## src/rtl/two_agent_bus_mux_pkg.sv

```systemverilog
// Shared types for the two-agent bus mux: FSM state encoding and owner IDs.
package two_agent_bus_mux_pkg;

  typedef enum logic [1:0] {
    IDLE    = 2'd0,
    OWN0    = 2'd1,
    OWN1    = 2'd2,
    RELEASE = 2'd3
  } state_e;

  localparam logic OWNER_0 = 1'b0;
  localparam logic OWNER_1 = 1'b1;

endpackage

```

## src/rtl/burst_counter.sv

```systemverilog
// Beat counter and stall watchdog for one owned burst; both clear while not owning.
module burst_counter #(
  parameter int unsigned MAX_BEATS = 4,
  parameter int unsigned TIMEOUT   = 16
) (
  input  logic clock,
  input  logic reset_n,
  input  logic clear,
  input  logic accept,
  output logic end_forced,
  output logic timeout_hit
);

  localparam int unsigned BEAT_W = $clog2(MAX_BEATS + 1);
  localparam int unsigned IDLE_W = $clog2(TIMEOUT);

  logic [BEAT_W-1:0] beat_cnt;
  logic [IDLE_W-1:0] idle_cnt;

  // Accepted beats advance the burst; any stalled owned cycle advances the watchdog.
  always_ff @(posedge clock or negedge reset_n) begin
    if (!reset_n) begin
      beat_cnt <= '0;
      idle_cnt <= '0;
    end else if (clear) begin
      beat_cnt <= '0;
      idle_cnt <= '0;
    end else if (accept) begin
      beat_cnt <= beat_cnt + BEAT_W'(1);
      idle_cnt <= '0;
    end else begin
      idle_cnt <= idle_cnt + IDLE_W'(1);
    end
  end

  assign end_forced  = (beat_cnt == BEAT_W'(MAX_BEATS - 1));
  assign timeout_hit = (idle_cnt == IDLE_W'(TIMEOUT - 1));

endmodule

```

## src/rtl/two_agent_bus_mux.sv

```systemverilog
// Routes the granted agent onto a shared bus, locking ownership for one burst
// with a max-length cap, a stall watchdog and a one-cycle release gap.
module two_agent_bus_mux
  import two_agent_bus_mux_pkg::*;
#(
  parameter int unsigned DATA_W    = 8,
  parameter int unsigned MAX_BEATS = 4,
  parameter int unsigned TIMEOUT   = 16
) (
  input  logic              clock,
  input  logic              reset_n,
  input  logic              gnt_0,
  input  logic              gnt_1,
  input  logic [DATA_W-1:0] data_0,
  input  logic [DATA_W-1:0] data_1,
  input  logic              valid_0,
  input  logic              valid_1,
  input  logic              last_0,
  input  logic              last_1,
  output logic              ready_0,
  output logic              ready_1,
  output logic [DATA_W-1:0] bus_data,
  output logic              bus_valid,
  input  logic              bus_ready,
  output logic              bus_owner,
  output logic              busy,
  output logic              timeout_err,
  output logic              grant_err
);

  state_e state_q, state_d;
  logic   busy_d, owner_d, timeout_d, grant_err_d;
  logic   owning, accept, last_sel;
  logic   end_forced, timeout_hit;

  assign owning = (state_q == OWN0) || (state_q == OWN1);
  assign accept = bus_valid & bus_ready;

  burst_counter #(
    .MAX_BEATS (MAX_BEATS),
    .TIMEOUT   (TIMEOUT)
  ) u_burst_counter (
    .clock       (clock),
    .reset_n     (reset_n),
    .clear       (!owning),
    .accept      (accept),
    .end_forced  (end_forced),
    .timeout_hit (timeout_hit)
  );

  // State and status registers.
  always_ff @(posedge clock or negedge reset_n) begin
    if (!reset_n) begin
      state_q     <= IDLE;
      busy        <= 1'b0;
      bus_owner   <= OWNER_0;
      timeout_err <= 1'b0;
      grant_err   <= 1'b0;
    end else begin
      state_q     <= state_d;
      busy        <= busy_d;
      bus_owner   <= owner_d;
      timeout_err <= timeout_d;
      grant_err   <= grant_err_d;
    end
  end

  // Bus mux decoded from the registered state; zero-latency data path.
  always_comb begin
    bus_data  = '0;
    bus_valid = 1'b0;
    ready_0   = 1'b0;
    ready_1   = 1'b0;
    last_sel  = 1'b0;
    case (state_q)
      OWN0: begin
        bus_data  = data_0;
        bus_valid = valid_0;
        ready_0   = bus_ready;
        last_sel  = last_0;
      end
      OWN1: begin
        bus_data  = data_1;
        bus_valid = valid_1;
        ready_1   = bus_ready;
        last_sel  = last_1;
      end
      default: ;
    endcase
  end

  // Next state; grants are only looked at in IDLE so ownership stays locked.
  always_comb begin
    state_d     = state_q;
    busy_d      = 1'b0;
    owner_d     = bus_owner;
    timeout_d   = 1'b0;
    grant_err_d = grant_err | (gnt_0 & gnt_1);
    case (state_q)
      IDLE: begin
        if (gnt_0) begin
          state_d = OWN0;
          busy_d  = 1'b1;
          owner_d = OWNER_0;
        end else if (gnt_1) begin
          state_d = OWN1;
          busy_d  = 1'b1;
          owner_d = OWNER_1;
        end
      end
      OWN0, OWN1: begin
        busy_d = 1'b1;
        if (accept && (last_sel || end_forced)) begin
          state_d = RELEASE;
          busy_d  = 1'b0;
        end else if (!accept && timeout_hit) begin
          state_d   = RELEASE;
          busy_d    = 1'b0;
          timeout_d = 1'b1;
        end
      end
      RELEASE: state_d = IDLE;
      default: state_d = IDLE;
    endcase
  end

endmodule

```

## config.mk

```make
export PLATFORM = sky130hd
export DESIGN_NAME = two_agent_bus_mux
export DESIGN_NICKNAME = d
export VERILOG_FILES = /design/src/rtl/two_agent_bus_mux_pkg.sv /design/src/rtl/burst_counter.sv /design/src/rtl/two_agent_bus_mux.sv
export SDC_FILE = /design/constraint.sdc
export NUM_CORES = 1
export LEC_CHECK = 0
export CAP_MARGIN = 40
export CORE_AREA = 2 2 48 50
export CTS_CLUSTER_DIAMETER = 30
export DETAILED_ROUTE_END_ITERATION = 10
export DIE_AREA = 0 0 50 52
export PLACE_DENSITY = 0.81
export SLEW_MARGIN = 15
export SYNTH_ARGS = -nofsm -noshare
export SYNTH_HDL_FRONTEND = slang
export SYNTH_SLANG_ARGS = --single-unit
```

## constraint.sdc

```tcl
create_clock -name clock -period 2.6 [get_ports clock]
set_input_delay 0.52 -clock clock [delete_from_list [all_inputs] [get_ports clock]]
set_output_delay 0.52 -clock clock [all_outputs]
set_load 0.03 [all_outputs]
```

==> results by group <==
Status
  – Status: completed

Timing
  – Clock skew: 0.00594 ns
  – Fin crit share: 0.955
  – Worst-margin pin slew: 0.583 ns
  – Peak Freq: 403 MHz
  – Max transition margin: 0.610
  – Final hold slack: 0.461 ns
  – Final setup vio count: 0
  – Max Slew Vio Count: 0
  – Setup repair after global routing missed its margin: no
  – Hold Violations, Final: 0
  – Post-layout min period: 2.48 ns

Drt
  – Final antenna-violating net count: 0
  – Via/cell ratio: 4.95
  – DRC errors left: 0
  – Via Count: 772
  – Post-DR wirelength/cell: 12.7 µm
  – Routed Wire Length: 1.98 mm
  – DR iter-0 viols: 10
  – Drt first pass iters: 4

Clock tree
  – H-tree depth: 1
  – Root Buffer: clkbuf_4
  – CTS tree: built
  – Clk_lat worst skew: 0.27 ns
  – Hold-fix buffer count after cts: 0
  – CTS max path bufs: 2
  – # Post-CTS Setup Buffers: 0
  – # clock sinks: 13
  – CTS buffer count: 3
  – Worst-path clk slew: 0.08 ns

Logic synthesis
  – Ys Warns: 0
  – Post-Syn Area: 861 µm²
  – Synth cell types: 25
  – Syn Inst Count: 85
  – Sequential-to-total area share from yosys stat: 0.378
  – FF+latch count, synth: 13
  – Post-synth net total: 118
  – Mean post-synth cell area: 10.1 µm²

Layout
  – Most frequent cells in the layout: clkdlybuf4s50_1, dfrtp_1, a22oi_1, nor2b_1
  – Synthesis-to-layout area growth: 55.7%
  – Most common cell after layout, fill and taps aside: clkdlybuf4s50_1
  – # nets final: 162
  – Layout cells sized above 1: 0.125
  – Inserted Diodes: 0
  – Final core occ: 0.636
  – Post-Layout Cell Count: 156

Global route
  – Total GRT Usage: 0.157
  – First-pass GRT wire length: 3.11 mm
  – GRT Residual Overflow: 0
  – Vias in the first global route: 734
  – Pin count of the biggest net entering global routing: 14
  – Initial antenna violation count: 0

Floorplanning
  – Die width: 50 µm
  – IO Pins: 40
  – Area of the die: 2600 µm²
  – Core area: 2110 µm²
  – Initial core utilization: 0.409
  – Height of the die: 52 µm
  – Rows: 17

Power
  – Peak supply drop: 0.000764 V
  – LEAKAGE: 0.662 nW
  – Pwr Total: 1.51 mW
  – PwrDens: 1130 nW/µm²

Worst setup path
  – CP required: 2.08 ns
  – CP arrival: 1.96 ns
  – CP Launch Type: register
  – CP delay by family, top: buffers and inverters
  – CP max stage delay: 0.67 ns
  – Crit path from: state_q[0]
  – Crit-path cells: inv_1 -> ha_4 -> and2_1 -> clkdlybuf4s50_1
  – Crit. End Element: output pin
  – Slowest-stage cell, CP: clkdlybuf4s50_1
  – Crit Path Class: reg2out
  – Reg2Reg Launch Point: state_q[0]
  – Crit Path Max Fanout: 12
  – CP bufs+invs: 2

Worst hold path
  – Hold Crit Class: reg2reg
  – Min-delay src: grant_err

Placement
  – Placed cell count: 152
  – Routability Congestion: 0.782
  – Port bufs: 39
  – Post-DP HPWL: 1.52 mm

Flow run
  – Max-cap violation count: 0
what timing repair did:
action	4_1_cts	5_1_grt
resized for setup	7	7
endpoints found under the setup margin	11	6
cloned	0	0
sequential cells by signal, summed over array words and instances, names as in the netlist:
register / cells
timeout_err: 1
u_burst_counter.beat_cnt: 3
bus_owner: 1
state_q: 2
grant_err: 1
busy: 1
u_burst_counter.idle_cnt: 4
synthesized netlist by cell type:
library cell	n	area [µm²]
dfrtp_1	13	325
a22oi_1	9	67.6
nor2b_1	9	56.3
ha_1	8	100
nand2_1	5	18.8
nor2_1	5	18.8
inv_1	4	15.0
mux2i_1	4	40.0
a21oi_1	3	15.0
and2_1	3	18.8
nand3_1	3	15.0
and3_1	2	12.5
buf_6	2	22.5
o211ai_2	2	25.0
o21ai_0	2	10.0
xnor2_1	2	17.5
a21o_1	1	7.51
a21oi_4	1	16.3
a22o_2	1	10.0
and2_2	1	7.51
clkbuf_1	1	3.75
nand2_4	1	11.3
nand3_2	1	10.0
o21a_1	1	7.51
xor2_1	1	8.76
routing by layer:
metal	part of all wire	routed length, µm	GRT usage	up-vias
met3	0.11	217	0.0489	2
li1	-	-	-	383
met4	0.0061	12	0.0417	0
met5	0	0	0	-
met1	0.41	804	0.177	350
met2	0.48	948	0.285	37
path summary, 6_finish.rpt:
path,to,slack (ns),cells past startpoint
hold / removal,grant_err,0.46,1
setup reg to reg,state_q[1],0.83,6
max in group asynchronous,u_burst_counter.idle_cnt[3],1.60,1
setup / recovery,ready_1,0.12,4
hold reg to reg,grant_err,0.46,1
min in group asynchronous,u_burst_counter.idle_cnt[1],0.61,1
power breakdown:
group | switching [mW] | internal, mW
sequential | 0.0470 | 0.271
combinational | 0.588 | 0.485
clock | 0.0639 | 0.0593
cell families (layout without fill, tap and decap cells):
family / count (synthesis) / after routing / share of synthesized area
AND/OR/NAND/NOR: 30 / 30 / 0.196
buffers and inverters: 7 / 50 / 0.0480
adder cells (fa/ha/maj): 8 / 8 / 0.116
AO/OA/AOI/OAI: 20 / 20 / 0.185
XOR/XNOR: 3 / 3 / 0.0305
multiplexers: 4 / 4 / 0.0465
flip-flops: 13 / 13 / 0.378
metrics by stage:
| step | cell area, µm² | setup TNS, ns | setup WS, ns |
|---|---|---|---|
| after global routing | 1340 | 0 | 0.0222 |
| final | 1340 | 0 | 0.116 |
| after global placement | 1280 | 0 | 0.138 |
| after CTS | 1310 | -0.0932 | -0.0684 |
| after detailed placement | 1280 | 0 | 0.0952 |
| after floorplan | 861 | 0 | 0.547 |
area by class of cell:
type                    instances  area (µm²)
inverters                       4        15.0
clock buffers                   4        26.3
flip-flops and latches         13         325
fillers                       177         766
well taps                      28        35.0
repair buffers                 42         417
multi-input cells              65         522
(Power assumes the default switching activity.)
==> variant, RTL diff (same flow settings) <==
`TIMEOUT` is set to 16 in 2 places; all go to 8.
--- a/src/rtl/burst_counter.sv
+++ b/src/rtl/burst_counter.sv
@@ -1,7 +1,7 @@
 // Beat counter and stall watchdog for one owned burst; both clear while not owning.
 module burst_counter #(
   parameter int unsigned MAX_BEATS = 4,
-  parameter int unsigned TIMEOUT   = 16
+  parameter int unsigned TIMEOUT   = 8
 ) (
   input  logic clock,
   input  logic reset_n,
--- a/src/rtl/two_agent_bus_mux.sv
+++ b/src/rtl/two_agent_bus_mux.sv
@@ -5,7 +5,7 @@
 #(
   parameter int unsigned DATA_W    = 8,
   parameter int unsigned MAX_BEATS = 4,
-  parameter int unsigned TIMEOUT   = 16
+  parameter int unsigned TIMEOUT   = 8
 ) (
   input  logic              clock,
   input  logic              reset_n,
Formal check against the unedited RTL: not equivalent (a bounded check fails within 10 cycles, from zero or initial values and one cycle with reset_n low).
==> variant against the original RTL <==
  * Synthesized area down 5.4%
  * Sequential share of layout area down 0.40 points
  * Worst hold slack worse by 0.027 ns
  * Final area down 6.2%
  * Power down 5.6%
  * Setup slack better by 0.0017 ns
  * Sequential cell count down 1
  * Routed wire length down 1.4%
  * Critical endpoint is now ready_0
==> variant: results (changes against the original RTL) <==
----------------------------------------------------
[Logic synthesis]
  Multiplexer fraction of the synthesized cell area ... 0.0737 (+0.0272)
  Complex-gate fraction of the synthesized area ... 0.160 (-0.0248)
  Top post-synthesis cells by count ... sky130_fd_sc_hd__dfrtp_1, sky130_fd_sc_hd__nor2b_1, sky130_fd_sc_hd__a22oi_1, sky130_fd_sc_hd__ha_1, sky130_fd_sc_hd__mux2i_1
  Xor and xnor fraction of the mapped netlist area ... 0.0108 (-0.0198)
  Biggest area contributors in the synthesized netlist ... sky130_fd_sc_hd__dfrtp_1, sky130_fd_sc_hd__ha_1, sky130_fd_sc_hd__nor2b_1
  Netlist cell types ... 24 (-4.0%)
  Net count after synthesis ... 114 (-3.4%)
  Share of synthesized area occupied by flip-flops and latches ... 0.369 (-0.00924)

[Place]
  Setup slack at placement ... 0.112 ns (+0.0172 ns)
  Post-DP Area ... 1210 µm² (-5.4%)
  Final weighted congestion in routability-driven placement ... 0.756 (-3.3%)
  Inst Count DP ... 143 (-5.9%)
  Half-perimeter wire length after placement ... 1490 µm (-2.3%)

[GRT]
  Pin count of the biggest net entering global routing ... 13 (-1)
  First-pass GRT wire length ... 3280 µm (+5.3%)
  Met2 layer usage reported by global route ... 0.281 (-0.00439)
  Number of global-route vias before repair ... 744 (+1.4%)
  Met3 usage in global routing ... 0.0431 (-0.00575)

[Critical path]
  Worst r2r dst ... busy$_DFF_PN0_
  Largest stage delay, worst path ... 0.65 ns (-0.02 ns)
  Origin of the critical flop-to-flop path ... state_q[1]$_DFFE_PN0P_
  Highest fanout seen on the critical path ... 11 (-1)

[Layout]
  Fillers ... 188 (+6.2%)
  Fraction of layout cells with a size suffix above 1 ... 0.0840 (-0.0410)
  Largest registers in the final layout ... u_burst_counter.beat_cnt: 3 flops, u_burst_counter.idle_cnt: 3 flops, state_q: 2 flops

[Detailed routing]
  Final wirelength ... 1960 µm (-1.4%)
  Initial DRC Count ... 8 (-2)
  Met2 wirelength from detailed routing ... 924 µm (-2.5%)
  Routed len/inst ... 13.3 µm (+4.6%)

[Status]
  Run status ... finished, final reports clean

[Power and ir drop]
  VDD IR max ... 0.000651 V (-15%)
  Leakage power figure ... 0.629 nW (-4.9%)

[Worst hold path]
  Hold Path End ... u_burst_counter.idle_cnt[0]$_DFF_PN0_
  Worst hold path startpoint ... u_burst_counter.idle_cnt[0]$_DFF_PN0_

[Timing]
  Final setup skew ... 0.00111 ns (-0.00483 ns)
  Relative max-transition margin ... 0.665 (+0.0549)

----------------------------------------------------
==> variant: timing repair <==
action | in CTS | in global routing
setup endpoints to repair | 10 | 3
gates resized for setup | 8 | 4
pin swaps | 0 | 0
==> variant: area by class of cell <==
cell class / instances / area share
Clock buffer: 4 / 0.0289
Inverter: 4 / 0.0119
Multi-Input combinational cell: 59 / 0.376
Sequential cell: 12 / 0.239
Tap cell: 28 / 0.0279
Timing Repair Buffer: 40 / 0.316
==> variant: worst max-delay path by stage <==
stage | start | endpoint | slack (ns) | depth (start not counted)
6_report | state_q[1]$_DFFE_PN0P_ | ready_0 | 0.12 | 4
5_1_grt | state_q[1]$_DFFE_PN0P_ | ready_0 | 0.005 | 4
4_1_cts | state_q[1]$_DFFE_PN0P_ | bus_data[6] | 0.002 | 4
3_5_place_dp | state_q[1]$_DFFE_PN0P_ | bus_valid | 0.11 | 5
3_3_place_gp | valid_0 | bus_valid | 0.13 | 4
2_1_floorplan | state_q[0]$_DFFE_PN0P_ | bus_data[0] | 0.41 | 5
==> variant: through the flow <==
step / util / hold slack (ns)
floorplan: - / 0.224
detailed placement: 0.576 / 0.430
global route: 0.597 / 0.459
finish: 0.597 / 0.434
global placement: 0.576 / 0.418
CTS: 0.592 / 0.440
==> variant: report_power, final <==
group	internal (mW)	switching, mW	leakage, nW
sequential	0.248	0.0343	0.151
clock	0.0852	0.0627	0.0210
combinational	0.448	0.552	0.457
total	0.781	0.649	0.629
==> variant: kinds of logic (layout without fill, tap and decap cells) <==
group,Yosys count,after routing
compound gates,17,17
mux,6,6
simple gates,26,26
xor+xnor,1,1
buf+inv,9,48
flops,12,12
fa+ha+maj,9,9
